`src/rtl/alu_pkg.sv`:
```
// Shared ALU definitions: opcode encodings and datapath widths used by the
// ALU arbiter and anything that talks to the shared 64-bit ALU.
package alu_pkg;
   localparam int ALU_DATA_W = 64;
   localparam int ALU_OP_W   = 3;

   localparam logic [ALU_OP_W-1:0] ALU_ADD  = 3'b000;
   localparam logic [ALU_OP_W-1:0] ALU_SUB  = 3'b001;
   localparam logic [ALU_OP_W-1:0] ALU_AND  = 3'b010;
   localparam logic [ALU_OP_W-1:0] ALU_OR   = 3'b011;
   localparam logic [ALU_OP_W-1:0] ALU_NZ   = 3'b100;
   localparam logic [ALU_OP_W-1:0] ALU_SHL  = 3'b101;
   localparam logic [ALU_OP_W-1:0] ALU_SHR  = 3'b110;
   localparam logic [ALU_OP_W-1:0] ALU_RSVD = 3'b111;
endpackage

```
`src/rtl/alu_arbiter_rr_arb2.sv`:
```
// Two-way round-robin grant: a lone requester always wins, a tie goes to the
// requester that was not granted last. No grant while the response slot is busy.
module rr_arb2 (
   input  logic i_valid0,
   input  logic i_valid1,
   input  logic i_slot_free,
   input  logic i_last_id,
   output logic o_grant_valid,
   output logic o_grant_id
);
   logic w_both;

   assign w_both        = i_valid0 & i_valid1;
   assign o_grant_valid = i_slot_free & (i_valid0 | i_valid1);
   assign o_grant_id    = w_both ? ~i_last_id : i_valid1;
endmodule

```
`src/rtl/alu_arbiter.sv`:
```
// Shares one combinational ALU between the execute stage (id 0) and the
// address/branch unit (id 1); the result lands in a one-entry response buffer.
module alu_arbiter
   import alu_pkg::*;
#(
   parameter int DATA_W = ALU_DATA_W,
   parameter int OP_W   = ALU_OP_W,
   parameter int PERF_W = 16
) (
   input  logic              clk,
   input  logic              rst_n,
   input  logic              req0_valid,
   input  logic [DATA_W-1:0] req0_a,
   input  logic [DATA_W-1:0] req0_b,
   input  logic [OP_W-1:0]   req0_op,
   output logic              req0_ready,
   input  logic              req1_valid,
   input  logic [DATA_W-1:0] req1_a,
   input  logic [DATA_W-1:0] req1_b,
   input  logic [OP_W-1:0]   req1_op,
   output logic              req1_ready,
   output logic [DATA_W-1:0] alu_a,
   output logic [DATA_W-1:0] alu_b,
   output logic [OP_W-1:0]   alu_op,
   input  logic [DATA_W-1:0] alu_result,
   input  logic              alu_zero,
   output logic              rsp_valid,
   output logic              rsp_id,
   output logic [DATA_W-1:0] rsp_result,
   output logic              rsp_zero,
   output logic              rsp_err,
   input  logic              rsp_ready,
   output logic [PERF_W-1:0] grant_count0,
   output logic [PERF_W-1:0] grant_count1
);
   logic              r_rsp_valid;
   logic              r_rsp_id;
   logic [DATA_W-1:0] r_rsp_result;
   logic              r_rsp_zero;
   logic              r_rsp_err;
   logic              r_last_id;
   logic [PERF_W-1:0] r_cnt0;
   logic [PERF_W-1:0] r_cnt1;

   logic w_slot_free;
   logic w_grant_valid;
   logic w_grant_id;
   logic w_fire;
   logic w_rsvd;

   assign w_slot_free = ~r_rsp_valid | rsp_ready;

   rr_arb2 u_arb (
      .i_valid0      (req0_valid),
      .i_valid1      (req1_valid),
      .i_slot_free   (w_slot_free),
      .i_last_id     (r_last_id),
      .o_grant_valid (w_grant_valid),
      .o_grant_id    (w_grant_id)
   );

   // A grant is only issued for a valid requester, so grant implies fire.
   assign w_fire     = w_grant_valid & rst_n;
   assign req0_ready = w_fire & ~w_grant_id;
   assign req1_ready = w_fire &  w_grant_id;

   always_comb begin
      alu_a  = '0;
      alu_b  = '0;
      alu_op = '0;
      if (w_grant_valid) begin
         alu_a  = w_grant_id ? req1_a  : req0_a;
         alu_b  = w_grant_id ? req1_b  : req0_b;
         alu_op = w_grant_id ? req1_op : req0_op;
      end
   end

   assign w_rsvd = (alu_op == OP_W'(ALU_RSVD));

   always_ff @(posedge clk) begin
      if (!rst_n) begin
         r_rsp_valid  <= 1'b0;
         r_rsp_id     <= 1'b0;
         r_rsp_result <= '0;
         r_rsp_zero   <= 1'b0;
         r_rsp_err    <= 1'b0;
         r_last_id    <= 1'b1;
         r_cnt0       <= '0;
         r_cnt1       <= '0;
      end else if (w_fire) begin
         r_rsp_valid  <= 1'b1;
         r_rsp_id     <= w_grant_id;
         r_rsp_result <= w_rsvd ? '0 : alu_result;
         r_rsp_zero   <= w_rsvd ? 1'b1 : alu_zero;
         r_rsp_err    <= w_rsvd;
         r_last_id    <= w_grant_id;
         if (!w_grant_id && r_cnt0 != '1) r_cnt0 <= r_cnt0 + 1'b1;
         if ( w_grant_id && r_cnt1 != '1) r_cnt1 <= r_cnt1 + 1'b1;
      end else if (rsp_ready) begin
         r_rsp_valid <= 1'b0;
      end
   end

   assign rsp_valid    = r_rsp_valid;
   assign rsp_id       = r_rsp_id;
   assign rsp_result   = r_rsp_result;
   assign rsp_zero     = r_rsp_zero;
   assign rsp_err      = r_rsp_err;
   assign grant_count0 = r_cnt0;
   assign grant_count1 = r_cnt1;
endmodule

```
`config.mk`:
```
export PLATFORM = sky130hd
export DESIGN_NAME = alu_arbiter
export DESIGN_NICKNAME = d
export VERILOG_FILES = /design/src/rtl/alu_pkg.sv /design/src/rtl/alu_arbiter_rr_arb2.sv /design/src/rtl/alu_arbiter.sv
export SDC_FILE = /design/constraint.sdc
export NUM_CORES = 1
export LEC_CHECK = 0
export CORE_AREA = 5 5 216 218
export CTS_BUF_LIST = sky130_fd_sc_hd__clkbuf_2
export DETAILED_ROUTE_END_ITERATION = 8
export DIE_AREA = 0 0 221 223
export PLACE_DENSITY = 0.4
export SYNTH_ARGS = -nofsm -noshare
export SYNTH_HDL_FRONTEND = slang
export SYNTH_SLANG_ARGS = --single-unit
export TNS_END_PERCENT = 10
```
`constraint.sdc`:
```
create_clock -name clk -period 3.89 [get_ports clk]
set_input_delay 0.778 -clock clk [delete_from_list [all_inputs] [get_ports clk]]
set_output_delay 0.778 -clock clk [all_outputs]
set_load 0.1 [all_outputs]
```
==> summary.txt <==
Die
  – Starting Density: 0.126
  – I/O pin count: 565
  – Row count: 78
  – Die Height: about 220 um
  – Die width: roughly 220 um
  – Die area: between 40,000 and 50,000 um^2
  – Core Region: around 45,000 um^2

Detailed routing
  – DR vias/cell: 4.05
  – Antenna Violating Nets Remaining: 0
  – WL met1: between 10,000 and 15,000 um
  – Residual DRC count: 0
  – Routed length per instance: approximately 19 um
  – Highest routed layer: met5
  – DRT Pass-1 Iters: 4
  – Met3 WL: 2970 um
  – Starting DRT DRC Count: 263
  – Met2 WL post-DR: between 15,000 and 20,000 um
  – DRT Wirelength: approximately 37,000 um
  – Vias: a little under 8,000

STA
  – Max Fclk: between 200 and 300 MHz
  – Max-Slew Margin vs Limit: 0.281
  – Final critical-path share of the clock period: 0.926
  – Hold Slack: 0.510 ns
  – Slew @ Worst Pin: 1.08 ns
  – Final setup violation count: 0
  – Slew Limit Fails: 0
  – Final Hold Fails: 0
  – Tmin final: ~3.6 ns
  – Fin Clk Skew: between 0.03 and 0.04 ns
  – RSZ-0062 raised after global routing: false

GRT
  – Tot GR Track Use: 0.142
  – Pin count of the biggest net entering global routing: 50
  – Initial antenna violation count: 8
  – Number of global-route vias before repair: 8,141
  – Total congestion overflow: 0
  – First-pass GRT wire length: ~54,000 um

Synth
  – Netlist area before placement: ~5600 um^2
  – Synthesis Warnings: 0
  – Leading post-synthesis cells by cell area: dfxtp_1, nand2_1, a21oi_1
  – Mean Syn Cell Area: ~7 um^2
  – Synth top area share: 0.358
  – FF+latch count, synth: ~100
  – Async S/R FF share, synth: 0
  – Synth area leader: dfxtp_1
  – Post-synth top cells: nand2_1, a21oi_1, dfxtp_1, a22o_1, clkbuf_1
  – Seq/Total Area, Yosys: 0.358
  – Library cells used by synthesis: 43
  – Syn Nets: roughly 1,100
  – Syn Inst Count: approximately 800
  – Most common cell in the netlist: nand2_1
  – Post-synth EDFFs: 0
  – Top FF cell, synth: dfxtp_1

Worst hold path
  – Hold WC Path Type: flip-flop to flip-flop

Power
  – Worst vdd ir: approximately 0.13 mV
  – P_sw: about 0.0023 W
  – Clock power share: 0.120
  – P_int: 0.00228 W
  – Leak Pwr: about 5.2 nW
  – Net Sw Frac: 0.502
  – Power density over the cells: approximately 330 nW/um^2
  – Comb power frac: 0.633
  – Pwr Total: around 0.0046 W
  – Seq pwr share: 0.246

Layout
  – Synth-to-Final Area Change: 143%
  – Layout net count: 1,683
  – Fillers: a little under 5,000
  – Layout cells sized above 1: 0.153
  – Final Instance Area: between 10,000 and 15,000 um^2

Setup path
  – Worst EP required: ~3.1 ns
  – Crit path launch type: input pin
  – Crit path DAT: 2.82 ns
  – WS Path Type: input pin to output port
  – Worst Setup End Kind: output port
  – Critical-path maximum fanout: 29

Clock tree
  – Clock tree buffer depth: 2
  – H-Tree Depth: 3
  – # resized after CTS: 0
  – Clock Latency Late Sink: roughly 0.65 ns
  – Post-CTS Setup Bufs: 0
  – Clock Sinks: between 100 and 150
  – Num CTS Buffers: 9
  – CTS tree: done
  – CTS Root Cell: clkbuf_2
  – Worst-path clk slew: around 0.27 ns
  – Cts hold-fix bufs: 0

Placed design
  – Post-DP HPWL: 30,900 um
  – Placed inst area: 13,600 um^2
  – Placer Congestion: between 0.8 and 0.9
  – Port Buf Inserts: between 500 and 600

Outcome
  – Status: finished clean

Flow run
  – Max Cap Viol: 0
-- metal layers --
metal / global-route usage / up-vias
met4: 0.0268 / 12
li1: - / 3920
met2: 0.260 / 315
met5: 0 / -
met3: 0.0582 / 37
met1: 0.155 / 3636
-- flip-flops by register name (all words and copies together) (netlist names) --
register      count
rsp_result       64
r_last_id         1
rsp_valid         1
grant_count0     16
rsp_id            1
grant_count1     16
rsp_err           1
rsp_zero          1
-- power by group through the flow --
stage	sequential (W)	combinational [W]	clock, W
floorplan	0.00153	0.00128	0
global placement	0.00115	0.00292	0
detailed placement	0.00115	0.00292	0
CTS	0.00113	0.00293	0.000594
global route	0.00114	0.00300	0.000620
finish	0.00113	0.00290	0.000550
-- critical path, cell delays in order --
cell	delay [ns]
clkdlybuf4s50_1	0.65
a21boi_4	0.27
buf_12	0.21
buf_12	0.21
nand2_1	0.08
a21oi_1	0.34
buf_12	0.23
-- final timing paths --
check	from	slack [ns]	cells past startpoint	to
worst max-delay path	req1_valid	0.29	7	alu_a[16]
worst min-delay path	grant_count0[15]	0.51	2	grant_count0[15]
worst max register to register	rsp_valid	1.62	5	rsp_result[48]
worst min register to register	grant_count0[15]	0.51	2	grant_count0[15]
-- logic make-up after synthesis --
logic type / count (synthesis) / share of synthesized area
buf+inv: 77 / 0.0552
simple gates: 365 / 0.283
flops: 101 / 0.358
mux: 13 / 0.0230
compound gates: 245 / 0.276
fa+ha+maj: 2 / 0.00443
-- metrics by stage --
stage | instances | worst slack [ns] | util | TNS [ns]
6_report | 1956 | 0.289 | 0.306 | 0
5_1_grt | 1956 | 0.241 | 0.306 | 0
2_1_floorplan | 803 | -0.220 | - | -17.82
4_1_cts | 1954 | 0.324 | 0.306 | 0
3_5_place_dp | 1938 | 0.343 | 0.304 | 0
3_3_place_gp | 1938 | 0.353 | 0.304 | 0
-- area by class of cell --
type	count	area, um^2	area share
clock inverter	7	73.8	0.00539
antenna	2	5.00	0.000365
inverter	9	33.8	0.00247
multi-input combinational	625	3370	0.246
sequential	101	2020	0.148
clock buffer	9	45.0	0.00329
timing repair buffer	603	7390	0.540
tap	600	751	0.0548
-- placed cells by master, fill, tap and decap left out, drive strengths merged, types with 2 or more instances in the layout --
master and count:
a211oi 2, a21oi 149, a22o 64, a31oi 2, and3 3, and4 3, buf 173, clkbuf 9
clkdlybuf4s50 430, clkinv 3, dfxtp 101, diode 2, ha 2, inv 11, mux2i 13, nand2 285
nand2b 6, nand3 16, nand3b 2, nand4 11, nor2 5, nor3 2, nor4 14, o21ai 6
o31ai 11, o41a 2, or2 2, or3 2, or4 12
(Power assumes the default switching activity.)
